===== src/rtl/contador_hms_param_if.sv =====
// +--------------------------------------------------------------------+
// | contador_hms_param_if: control, load and display bundle of the      |
// | HH:MM:SS counter. Rev 1.0                                          |
// +--------------------------------------------------------------------+
`default_nettype none

interface contador_hms_param_if;
  logic       enable;
  logic       clr;
  logic       load;
  logic [3:0] ld_h_d;
  logic [3:0] ld_h_u;
  logic [3:0] ld_m_d;
  logic [3:0] ld_m_u;
  logic [3:0] ld_s_d;
  logic [3:0] ld_s_u;
  logic       mode_12h;

  logic [3:0] s_unidade;
  logic [3:0] s_dezena;
  logic [3:0] m_unidade;
  logic [3:0] m_dezena;
  logic [3:0] h_unidade;
  logic [3:0] h_dezena;
  logic       pm;
  logic       seg_tick;
  logic       dia_tick;
  logic       load_err;

  modport master (
    output enable, clr, load, ld_h_d, ld_h_u, ld_m_d, ld_m_u, ld_s_d, ld_s_u, mode_12h,
    input  s_unidade, s_dezena, m_unidade, m_dezena, h_unidade, h_dezena,
           pm, seg_tick, dia_tick, load_err
  );

  modport slave (
    input  enable, clr, load, ld_h_d, ld_h_u, ld_m_d, ld_m_u, ld_s_d, ld_s_u, mode_12h,
    output s_unidade, s_dezena, m_unidade, m_dezena, h_unidade, h_dezena,
           pm, seg_tick, dia_tick, load_err
  );
endinterface

`default_nettype wire


===== src/rtl/contador_hms_param.sv =====
// +--------------------------------------------------------------------+
// | contador_hms_param: BCD time-of-day counter with prescaler, 12/24 h |
// | display, validated load and registered tick pulses. Rev 1.0        |
// +--------------------------------------------------------------------+
`default_nettype none

module contador_hms_param #(
  parameter int CLK_HZ = 50_000_000
) (
  input  logic                  clk,
  input  logic                  rst,
  contador_hms_param_if.slave   bus
);

  localparam int             PW          = (CLK_HZ > 1) ? $clog2(CLK_HZ) : 1;
  localparam logic [PW-1:0]  C_PRESC_MAX = PW'(CLK_HZ - 1);

  logic [3:0]    hd_q, hu_q, md_q, mu_q, sd_q, su_q;
  logic [3:0]    hd_d, hu_d, md_d, mu_d, sd_d, su_d;
  logic [PW-1:0] presc_q, presc_d;
  logic          seg_tick_q, seg_tick_d;
  logic          dia_tick_q, dia_tick_d;
  logic          load_err_q, load_err_d;
  logic          ld_valid;

  assign ld_valid = (bus.ld_h_d <= 4'd2)
                 && ((bus.ld_h_d == 4'd2) ? (bus.ld_h_u <= 4'd3) : (bus.ld_h_u <= 4'd9))
                 && (bus.ld_m_d <= 4'd5) && (bus.ld_m_u <= 4'd9)
                 && (bus.ld_s_d <= 4'd5) && (bus.ld_s_u <= 4'd9);

  always_comb begin
    hd_d       = hd_q;
    hu_d       = hu_q;
    md_d       = md_q;
    mu_d       = mu_q;
    sd_d       = sd_q;
    su_d       = su_q;
    presc_d    = presc_q;
    seg_tick_d = 1'b0;
    dia_tick_d = 1'b0;
    load_err_d = 1'b0;

    if (bus.clr) begin
      hd_d    = 4'd0;
      hu_d    = 4'd0;
      md_d    = 4'd0;
      mu_d    = 4'd0;
      sd_d    = 4'd0;
      su_d    = 4'd0;
      presc_d = '0;
    end else if (bus.load) begin
      // A rejected load freezes everything, prescaler included.
      if (ld_valid) begin
        hd_d    = bus.ld_h_d;
        hu_d    = bus.ld_h_u;
        md_d    = bus.ld_m_d;
        mu_d    = bus.ld_m_u;
        sd_d    = bus.ld_s_d;
        su_d    = bus.ld_s_u;
        presc_d = '0;
      end else begin
        load_err_d = 1'b1;
      end
    end else if (bus.enable) begin
      if (presc_q != C_PRESC_MAX) begin
        presc_d = presc_q + 1'b1;
      end else begin
        presc_d    = '0;
        seg_tick_d = 1'b1;
        if (su_q != 4'd9) begin
          su_d = su_q + 4'd1;
        end else begin
          su_d = 4'd0;
          if (sd_q != 4'd5) begin
            sd_d = sd_q + 4'd1;
          end else begin
            sd_d = 4'd0;
            if (mu_q != 4'd9) begin
              mu_d = mu_q + 4'd1;
            end else begin
              mu_d = 4'd0;
              if (md_q != 4'd5) begin
                md_d = md_q + 4'd1;
              end else begin
                md_d = 4'd0;
                if (hd_q == 4'd2 && hu_q == 4'd3) begin
                  hd_d       = 4'd0;
                  hu_d       = 4'd0;
                  dia_tick_d = 1'b1;
                end else if (hu_q == 4'd9) begin
                  hu_d = 4'd0;
                  hd_d = hd_q + 4'd1;
                end else begin
                  hu_d = hu_q + 4'd1;
                end
              end
            end
          end
        end
      end
    end
  end

  always_ff @(posedge clk or posedge rst) begin
    if (rst) begin
      hd_q       <= 4'd0;
      hu_q       <= 4'd0;
      md_q       <= 4'd0;
      mu_q       <= 4'd0;
      sd_q       <= 4'd0;
      su_q       <= 4'd0;
      presc_q    <= '0;
      seg_tick_q <= 1'b0;
      dia_tick_q <= 1'b0;
      load_err_q <= 1'b0;
    end else begin
      hd_q       <= hd_d;
      hu_q       <= hu_d;
      md_q       <= md_d;
      mu_q       <= mu_d;
      sd_q       <= sd_d;
      su_q       <= su_d;
      presc_q    <= presc_d;
      seg_tick_q <= seg_tick_d;
      dia_tick_q <= dia_tick_d;
      load_err_q <= load_err_d;
    end
  end

  // Display hour is purely combinational so a mode switch shows up immediately.
  logic [4:0] hour_bin;
  logic [4:0] hour_12;
  logic [3:0] disp_hd, disp_hu;

  assign hour_bin = (5'(hd_q) * 5'd10) + 5'(hu_q);
  assign hour_12  = hour_bin - 5'd12;

  always_comb begin
    disp_hd = hd_q;
    disp_hu = hu_q;
    if (bus.mode_12h) begin
      if (hour_bin == 5'd0) begin
        disp_hd = 4'd1;
        disp_hu = 4'd2;
      end else if (hour_bin > 5'd12) begin
        if (hour_12 >= 5'd10) begin
          disp_hd = 4'd1;
          disp_hu = 4'(hour_12 - 5'd10);
        end else begin
          disp_hd = 4'd0;
          disp_hu = hour_12[3:0];
        end
      end
    end
  end

  assign bus.s_unidade = su_q;
  assign bus.s_dezena  = sd_q;
  assign bus.m_unidade = mu_q;
  assign bus.m_dezena  = md_q;
  assign bus.h_unidade = disp_hu;
  assign bus.h_dezena  = disp_hd;
  assign bus.pm        = (hour_bin >= 5'd12);
  assign bus.seg_tick  = seg_tick_q;
  assign bus.dia_tick  = dia_tick_q;
  assign bus.load_err  = load_err_q;

endmodule

`default_nettype wire


===== src/flat_wrapper.sv =====
// flat-port wrapper written by rule: the top's interface ports become plain ports
module contador_hms_param_flat 
#(
  parameter int CLK_HZ = 50_000_000
)
  (clk, rst, bus_enable, bus_clr, bus_load, bus_ld_h_d, bus_ld_h_u, bus_ld_m_d, bus_ld_m_u, bus_ld_s_d, bus_ld_s_u, bus_mode_12h, bus_s_unidade, bus_s_dezena, bus_m_unidade, bus_m_dezena, bus_h_unidade, bus_h_dezena, bus_pm, bus_seg_tick, bus_dia_tick, bus_load_err);
  contador_hms_param_if bus_i ();
  input  logic clk;
  input  logic rst;
  input wire logic [$bits(bus_i.enable)-1:0] bus_enable;
  input wire logic [$bits(bus_i.clr)-1:0] bus_clr;
  input wire logic [$bits(bus_i.load)-1:0] bus_load;
  input wire logic [$bits(bus_i.ld_h_d)-1:0] bus_ld_h_d;
  input wire logic [$bits(bus_i.ld_h_u)-1:0] bus_ld_h_u;
  input wire logic [$bits(bus_i.ld_m_d)-1:0] bus_ld_m_d;
  input wire logic [$bits(bus_i.ld_m_u)-1:0] bus_ld_m_u;
  input wire logic [$bits(bus_i.ld_s_d)-1:0] bus_ld_s_d;
  input wire logic [$bits(bus_i.ld_s_u)-1:0] bus_ld_s_u;
  input wire logic [$bits(bus_i.mode_12h)-1:0] bus_mode_12h;
  output wire logic [$bits(bus_i.s_unidade)-1:0] bus_s_unidade;
  output wire logic [$bits(bus_i.s_dezena)-1:0] bus_s_dezena;
  output wire logic [$bits(bus_i.m_unidade)-1:0] bus_m_unidade;
  output wire logic [$bits(bus_i.m_dezena)-1:0] bus_m_dezena;
  output wire logic [$bits(bus_i.h_unidade)-1:0] bus_h_unidade;
  output wire logic [$bits(bus_i.h_dezena)-1:0] bus_h_dezena;
  output wire logic [$bits(bus_i.pm)-1:0] bus_pm;
  output wire logic [$bits(bus_i.seg_tick)-1:0] bus_seg_tick;
  output wire logic [$bits(bus_i.dia_tick)-1:0] bus_dia_tick;
  output wire logic [$bits(bus_i.load_err)-1:0] bus_load_err;
  assign bus_i.enable = bus_enable;
  assign bus_i.clr = bus_clr;
  assign bus_i.load = bus_load;
  assign bus_i.ld_h_d = bus_ld_h_d;
  assign bus_i.ld_h_u = bus_ld_h_u;
  assign bus_i.ld_m_d = bus_ld_m_d;
  assign bus_i.ld_m_u = bus_ld_m_u;
  assign bus_i.ld_s_d = bus_ld_s_d;
  assign bus_i.ld_s_u = bus_ld_s_u;
  assign bus_i.mode_12h = bus_mode_12h;
  assign bus_s_unidade = bus_i.s_unidade;
  assign bus_s_dezena = bus_i.s_dezena;
  assign bus_m_unidade = bus_i.m_unidade;
  assign bus_m_dezena = bus_i.m_dezena;
  assign bus_h_unidade = bus_i.h_unidade;
  assign bus_h_dezena = bus_i.h_dezena;
  assign bus_pm = bus_i.pm;
  assign bus_seg_tick = bus_i.seg_tick;
  assign bus_dia_tick = bus_i.dia_tick;
  assign bus_load_err = bus_i.load_err;
  contador_hms_param #(.CLK_HZ(CLK_HZ)) u_core (.clk(clk), .rst(rst), .bus(bus_i));
endmodule

===== config.mk =====
export PLATFORM = sky130hd
export DESIGN_NAME = contador_hms_param_flat
export DESIGN_NICKNAME = d
export VERILOG_FILES = /design/src/rtl/contador_hms_param_if.sv /design/src/rtl/contador_hms_param.sv /design/src/flat_wrapper.sv
export SDC_FILE = /design/constraint.sdc
export NUM_CORES = 1
export LEC_CHECK = 0
export BUFFER_PORTS_ARGS = -buffer_cell sky130_fd_sc_hd__buf_4
export CAP_MARGIN = 20
export CORE_MARGIN = 5
export CORE_UTILIZATION = 52
export DETAILED_ROUTE_END_ITERATION = 10
export GPL_ROUTABILITY_DRIVEN = 0
export PLACE_DENSITY_LB_ADDON = 0.05
export SLEW_MARGIN = 10
export SYNTH_ARGS = -nofsm -noshare
export SYNTH_HDL_FRONTEND = slang
export SYNTH_SLANG_ARGS = --single-unit

===== constraint.sdc =====
create_clock -name clk -period 2.8 [get_ports clk]
set_clock_uncertainty 0.2 [all_clocks]
set_input_delay 0.28 -clock clk [delete_from_list [all_inputs] [get_ports clk]]
set_output_delay 0.28 -clock clk [all_outputs]
set_load 0.01 [all_outputs]

**Yosys cells after proc, flatten, opt, wreduce, memory -nomap -nowiden**

Index checks and enable logic that the tools add are counted.

- Memories kept: 0
- Flip-flop bits (word level): 53
- Memory bits (writable): 0
- Input port bits: 30
- Bits in latches: 0
- Output and inout bits: 28
- Bits in read-only memories: 0

- Shifts and indexed selects: 0
- Add/subtract/negate cells: 10
- Equality and inequality tests: 15
- Bitwise gates (word level): 0
- Divide/modulo/power cells: 0
- Reduce and logical (&&, ||, !) cells: 16
- Muxes and demuxes: 82
- Multipliers: 1
- $lt $le $gt $ge: 10

Operators with widths:

| cell | count |
|---|---|
| 4-bit two-way mux | 59 |
| 26-bit two-way mux | 5 |
| 26-bit by 1-bit adder with 26-bit output, second input constant | 1 |
| 26-bit inequality test, second input constant | 1 |
| 4-bit by 1-bit adder with 4-bit output, second input constant | 6 |
| 1-bit two-way mux | 18 |
| 3-bit inequality test, second input constant | 5 |
| 4-bit by 2-bit == test with 1-bit output, second input constant | 3 |
| 4-bit less-or-equal comparator, second input constant | 3 |
| 5-bit by 4-bit >= comparator with 1-bit output, second input constant | 2 |
| 4-bit by 2-bit less-or-equal comparator with 1-bit output, second input constant | 2 |
| 4-bit by 3-bit less-or-equal comparator with 1-bit output, second input constant | 2 |
| 4-bit by 3-bit inequality test with 1-bit output, second input constant | 2 |
| 4-bit inequality test, second input constant | 2 |
| 8-bit AND reduction | 1 |
| 7-bit AND reduction | 1 |
| 1-bit logical AND | 6 |
| 6-bit AND reduction | 1 |
| 5-bit by 4-bit adder with 5-bit output | 1 |
| 5-bit by 4-bit > comparator with 1-bit output, second input constant | 1 |
| 5-bit zero test | 1 |
| 5-bit AND reduction | 1 |
| 5-bit by 4-bit subtractor with 5-bit output, second input constant | 1 |
| 4-bit == test, second input constant | 1 |
| 8 further kinds | 8 |

**Depth between registers and ports, before layout**

- Word-level depth: 11
- Depth in mapped cells: 11
- Gate-level depth less buffers: 11

**Worst setup path before layout**

No wires, ideal clock.

- Path kind: reg2out
- From: reg u_core.hd_q[0]
- To: out bus_h_unidade[2]
- Data required time: 2320 ps
- Cell stages (with the launch flop): 11
- Setup slack: -365 ps
- Buffers on the path: 0
- Arrival time: 2685 ps
- Cell sequence: dfrtp_1 > ha_1 > ha_1 > xor2_1 > inv_1 > ha_1 > xnor2_1 > xnor2_1 > and3_1 > mux2_2 > o21ai_1

- Longest elaborated chain between the ends: 8

RTL lines:

| element | RTL line | RTL |
|---|---|---|
| from (decl) | contador_hms_param.sv:18 | `logic [3:0] hd_q, hu_q, md_q, mu_q, sd_q, su_q;` |
| from (signal assigned) | contador_hms_param.sv:106 | `hd_q <= 4'd0;` |
| from (signal assigned) | contador_hms_param.sv:117 | `hd_q <= hd_d;` |
| 4-bit by 3-bit multiplier with 4-bit output (*) | contador_hms_param.sv:135 | `assign hour_bin = (5'(hd_q) * 5'd10) + 5'(hu_q);` |
| 5-bit by 4-bit adder with 5-bit output (*) | contador_hms_param.sv:135 |  |
| 5-bit by 4-bit subtractor with 5-bit output | contador_hms_param.sv:136 | `assign hour_12 = hour_bin - 5'd12;` |
| 4-bit subtractor or 5-bit by 4-bit >= comparator with 1-bit output (tied branches) | contador_hms_param.sv:148, contador_hms_param.sv:146 |  |
| 4-bit two-way mux | contador_hms_param.sv:146 | `if (hour_12 >= 5'd10) begin` |
| 4-bit two-way mux | contador_hms_param.sv:145 | `end else if (hour_bin > 5'd12) begin` |
| 4-bit two-way mux (*) | contador_hms_param.sv:142 | `if (hour_bin == 5'd0) begin` |
| 4-bit two-way mux (*) | contador_hms_param.sv:141 | `if (bus.mode_12h) begin` |
| to (decl) | flat_wrapper.sv:24 | `output wire logic [$bits(bus_i.h_unidade)-1:0] bus_h_unidade;` |

Every way passes the cells marked *; elsewhere a longest branch is shown, timed or not.

**Final worst setup path**

Ends and elaborated chain as after synthesis.

==> results.txt <==
Worst Setup EP: bus_h_unidade[2]
Vias post-DR: 3798
Starting Density: 53.6%
Peak supply drop: 711 uV
Nets: 579
Clock Latency Late Sink: 0.32 ns
Worst slew pin tran: 0.783 ns
Reg2Reg Setup Slack: 0.10 ns
DRC: 0
Grt ovf: 0
Netlist Area Pre-Place: 0.00366 mm2
Worst-path maximum fanout: 2
CTS Buf Count: 5
Area growth, synth to finish: 32.2%
Die Wd: 94.0 um
GR Util met1: 33.7%
Pre-CTS setup slack: -0.246 ns
Initial DRC count: 248
Syn avg cell area: 8.39 um2
Die Area: 0.00883 mm2
Final setup fails: 8
Cell taking the most area after synthesis: dfrtp_1
P_leak: 2.09 nW
Initial antenna violation count: 0
CP required: 2.32 ns
Most used routing layer: met2
Fin. max-slew vios: 0
Synth top cells by count: dfrtp_1, nand2_1, nor2_1, a21oi_1, o21ai_0
Met3 Use GR: 3.93%
Crit start category: flip-flop
FFs w/ async S/R, synth: 100%
Top post-synthesis cells by area: dfrtp_1, ha_1, nand2_1, a21oi_1, o21ai_0
Final HPWL DP: 7.92 mm
Outcome: finished, violations left
Slew margin rel.: 47.8%
Port Buffers: 57
Most frequent cell after synthesis: dfrtp_1
# fillers: 547
Total power draw: 2.49 mW
Final cell count without fillers: 631
Failing checks: negative setup slack
Worst Path Arrival: 2.91 ns
Worst min-delay path class: input pin to flip-flop
IO Count: 58
Crit. Startpoint: u_core.hd_q[0]
Ys Warns: 0
Final setup margin: -0.586 ns
Setup CP Type: flip-flop to output port
Slowest stage delay, CP: 0.41 ns
Sink Count: 53
Reg-to-reg critical path startpoint: u_core.hd_q[0]
Top_reg_cell synth: dfrtp_1
Critical Path Stages: 12
Top delay family on crit path: adder cells
Maximum clock rate: 295 MHz
Buf/Inv on CP: 3
Register area share after synthesis: 36.2%
Share of cells above drive strength 1: 29.2%
Synth Instances: 437
Top cell type's share of synthesized area: 36.2%
ANT nets after route: 0
Min Tclk post-route: 3.39 ns
Final worst-path cycle share: 121%
First-pass GRT wire length: 17.8 mm
Cell Pwr Density: 514 mW/mm2
WL final: 10.9 mm
Vias/cell: 6.02
Max Cap Violations: 0
Rows: 30
Final core occ: 70.9%
Core Box Area: 0.00683 mm2
CP max-delay cell: dfrtp_1
Die Ht: 94.0 um
Clk slew on worst S/H paths: 0.09 ns
Reg2Reg Capture Point: u_core.hu_q[0]
Vias in the first global route: 3669
Clock tree buffer depth: 2
Endpoint type of the worst setup path: output port
Fin Hold WS: 0.0551 ns
Crit-path cells: buf_6 > ha_4 > ha_4 > xor2_4 > inv_2 > ha_4 > xnor2_2 > xnor2_2 > and3_4 > mux2_4 > o21ai_4 > buf_6
Post-synthesis cell type count: 65
Post-DR wirelength/cell: 17.3 um
Reg2reg path depth: 10
TritonCTS clock tree: built
Placed cells: 617
GRT Overall Usage: 25.2%
Yosys reg bits: 53
Most used cell, CP: ha_4
Largest net degree at the start of global routing: 32
Clock root buffer: clkbuf_8
Final hold viol count: 0
GR Util met2: 41.8%
Drt first pass iters: 5
Synth Net Count: 482
CTS H-tree depth: 2
EDFF count, synth: 0
N_diodes: 0
RSZ-0062 raised after global routing: yes
==> report_power, final <==
group	internal [mW]	switching, mW
sequential	0.802	0.0604
clock	0.201	0.270
combinational	0.607	0.553
total	1.61	0.883
==> area by class of cell <==
type	count	area, um2	share of cell area [%]
clock buffer	6	82.6	1.70
inverter	18	67.6	1.39
multi-input combinational	349	2400	49.6
timing repair buffer	107	833	17.2
tap	96	120	2.48
sequential	53	1330	27.4
clock inverter	2	13.8	0.284
==> stage by stage <==
stage / cell area [um2] / TNS [ns]
detailed placement: 4550 / -1.44
floorplan: 3730 / -0.301
CTS: 4770 / -3.44
global placement: 4550 / -0.814
global route: 4850 / -4.42
finish: 4850 / -3.50
==> cell families after synthesis <==
kind of cell / share of synthesized area (%)
AOI/OAI and AO/OA: 20.5
adders and majority gates: 5.33
xor gates and xnor gates: 4.20
muxes: 2.05
buffers and inverters: 3.76
DFF: 36.2
and+or+nand+nor: 28.0
==> layer usage <==
layer,vias to the layer above,routed length [um]
li1,1807,-
met1,1837,4830
met2,132,5120
met3,22,706
met4,0,233
met5,-,0
==> layout by cell type (no fill, tap or decap), drive strengths merged, types with 3 or more instances in the layout <==
cell type / count
nor3: 12
o21ai: 37
mux2: 4
and3: 5
xor2: 3
nor2: 42
a31oi: 7
clkinv: 3
a21oi: 31
xnor2: 12
nor4: 15
nor4b: 4
or3: 3
a22o: 3
inv: 17
and4: 4
nand3: 15
nor2b: 6
nand2: 46
buf: 106
a21o: 3
nand3b: 3
mux2i: 3
clkbuf: 6
nand2b: 7
ha: 14
o31ai: 13
nand4: 13
a22oi: 3
a221oi: 3
and2: 5
dfrtp: 53
o21bai: 3
==> what timing repair did <==
item | CTS | global route
setup buffers | 3 | 2
setup endpoints to repair | 8 | 13
hold buffers | 1 | 0
pin swaps | 13 | 8
resized for setup | 17 | 10
hold endpoints to repair | 22 | 0
==> worst reg2reg max path: stages (launching register included) <==
cell	delay, ns
dfrtp_1	0.41
buf_6	0.13
buf_4	0.12
buf_4	0.14
inv_1	0.11
ha_1	0.16
or4b_2	0.64
o21ai_4	0.19
nor2_1	0.11
a221oi_1	0.31
a21oi_1	0.07
==> how the worst min path moves through the flow <==
stage                        startpoint                       to  slack, ns  cells past startpoint
final                     bus_ld_m_d[1]   u_core.bus.m_dezena[1]       0.06                      3
after global routing            bus_clr   u_core.bus.s_dezena[2]       0.06                      2
after CTS                 bus_ld_m_d[1]   u_core.bus.m_dezena[1]       0.04                      3
after detailed placement            rst       u_core.presc_q[21]       0.17                      2
after global placement              rst       u_core.presc_q[22]       0.15                      2
after floorplan           bus_ld_s_u[2]  u_core.bus.s_unidade[2]       0.23                      2
==> state kept, by name (all words and copies together) (netlist names) <==
name and cells:
u_core.bus.s_unidade 4, u_core.bus.load_err 1, u_core.bus.m_unidade 4, u_core.bus.s_dezena 4, u_core.presc_q 26, u_core.hu_q 4, u_core.bus.seg_tick 1, u_core.hd_q 4
u_core.bus.dia_tick 1, u_core.bus.m_dezena 4
Power figures use the tool's default switching activity.
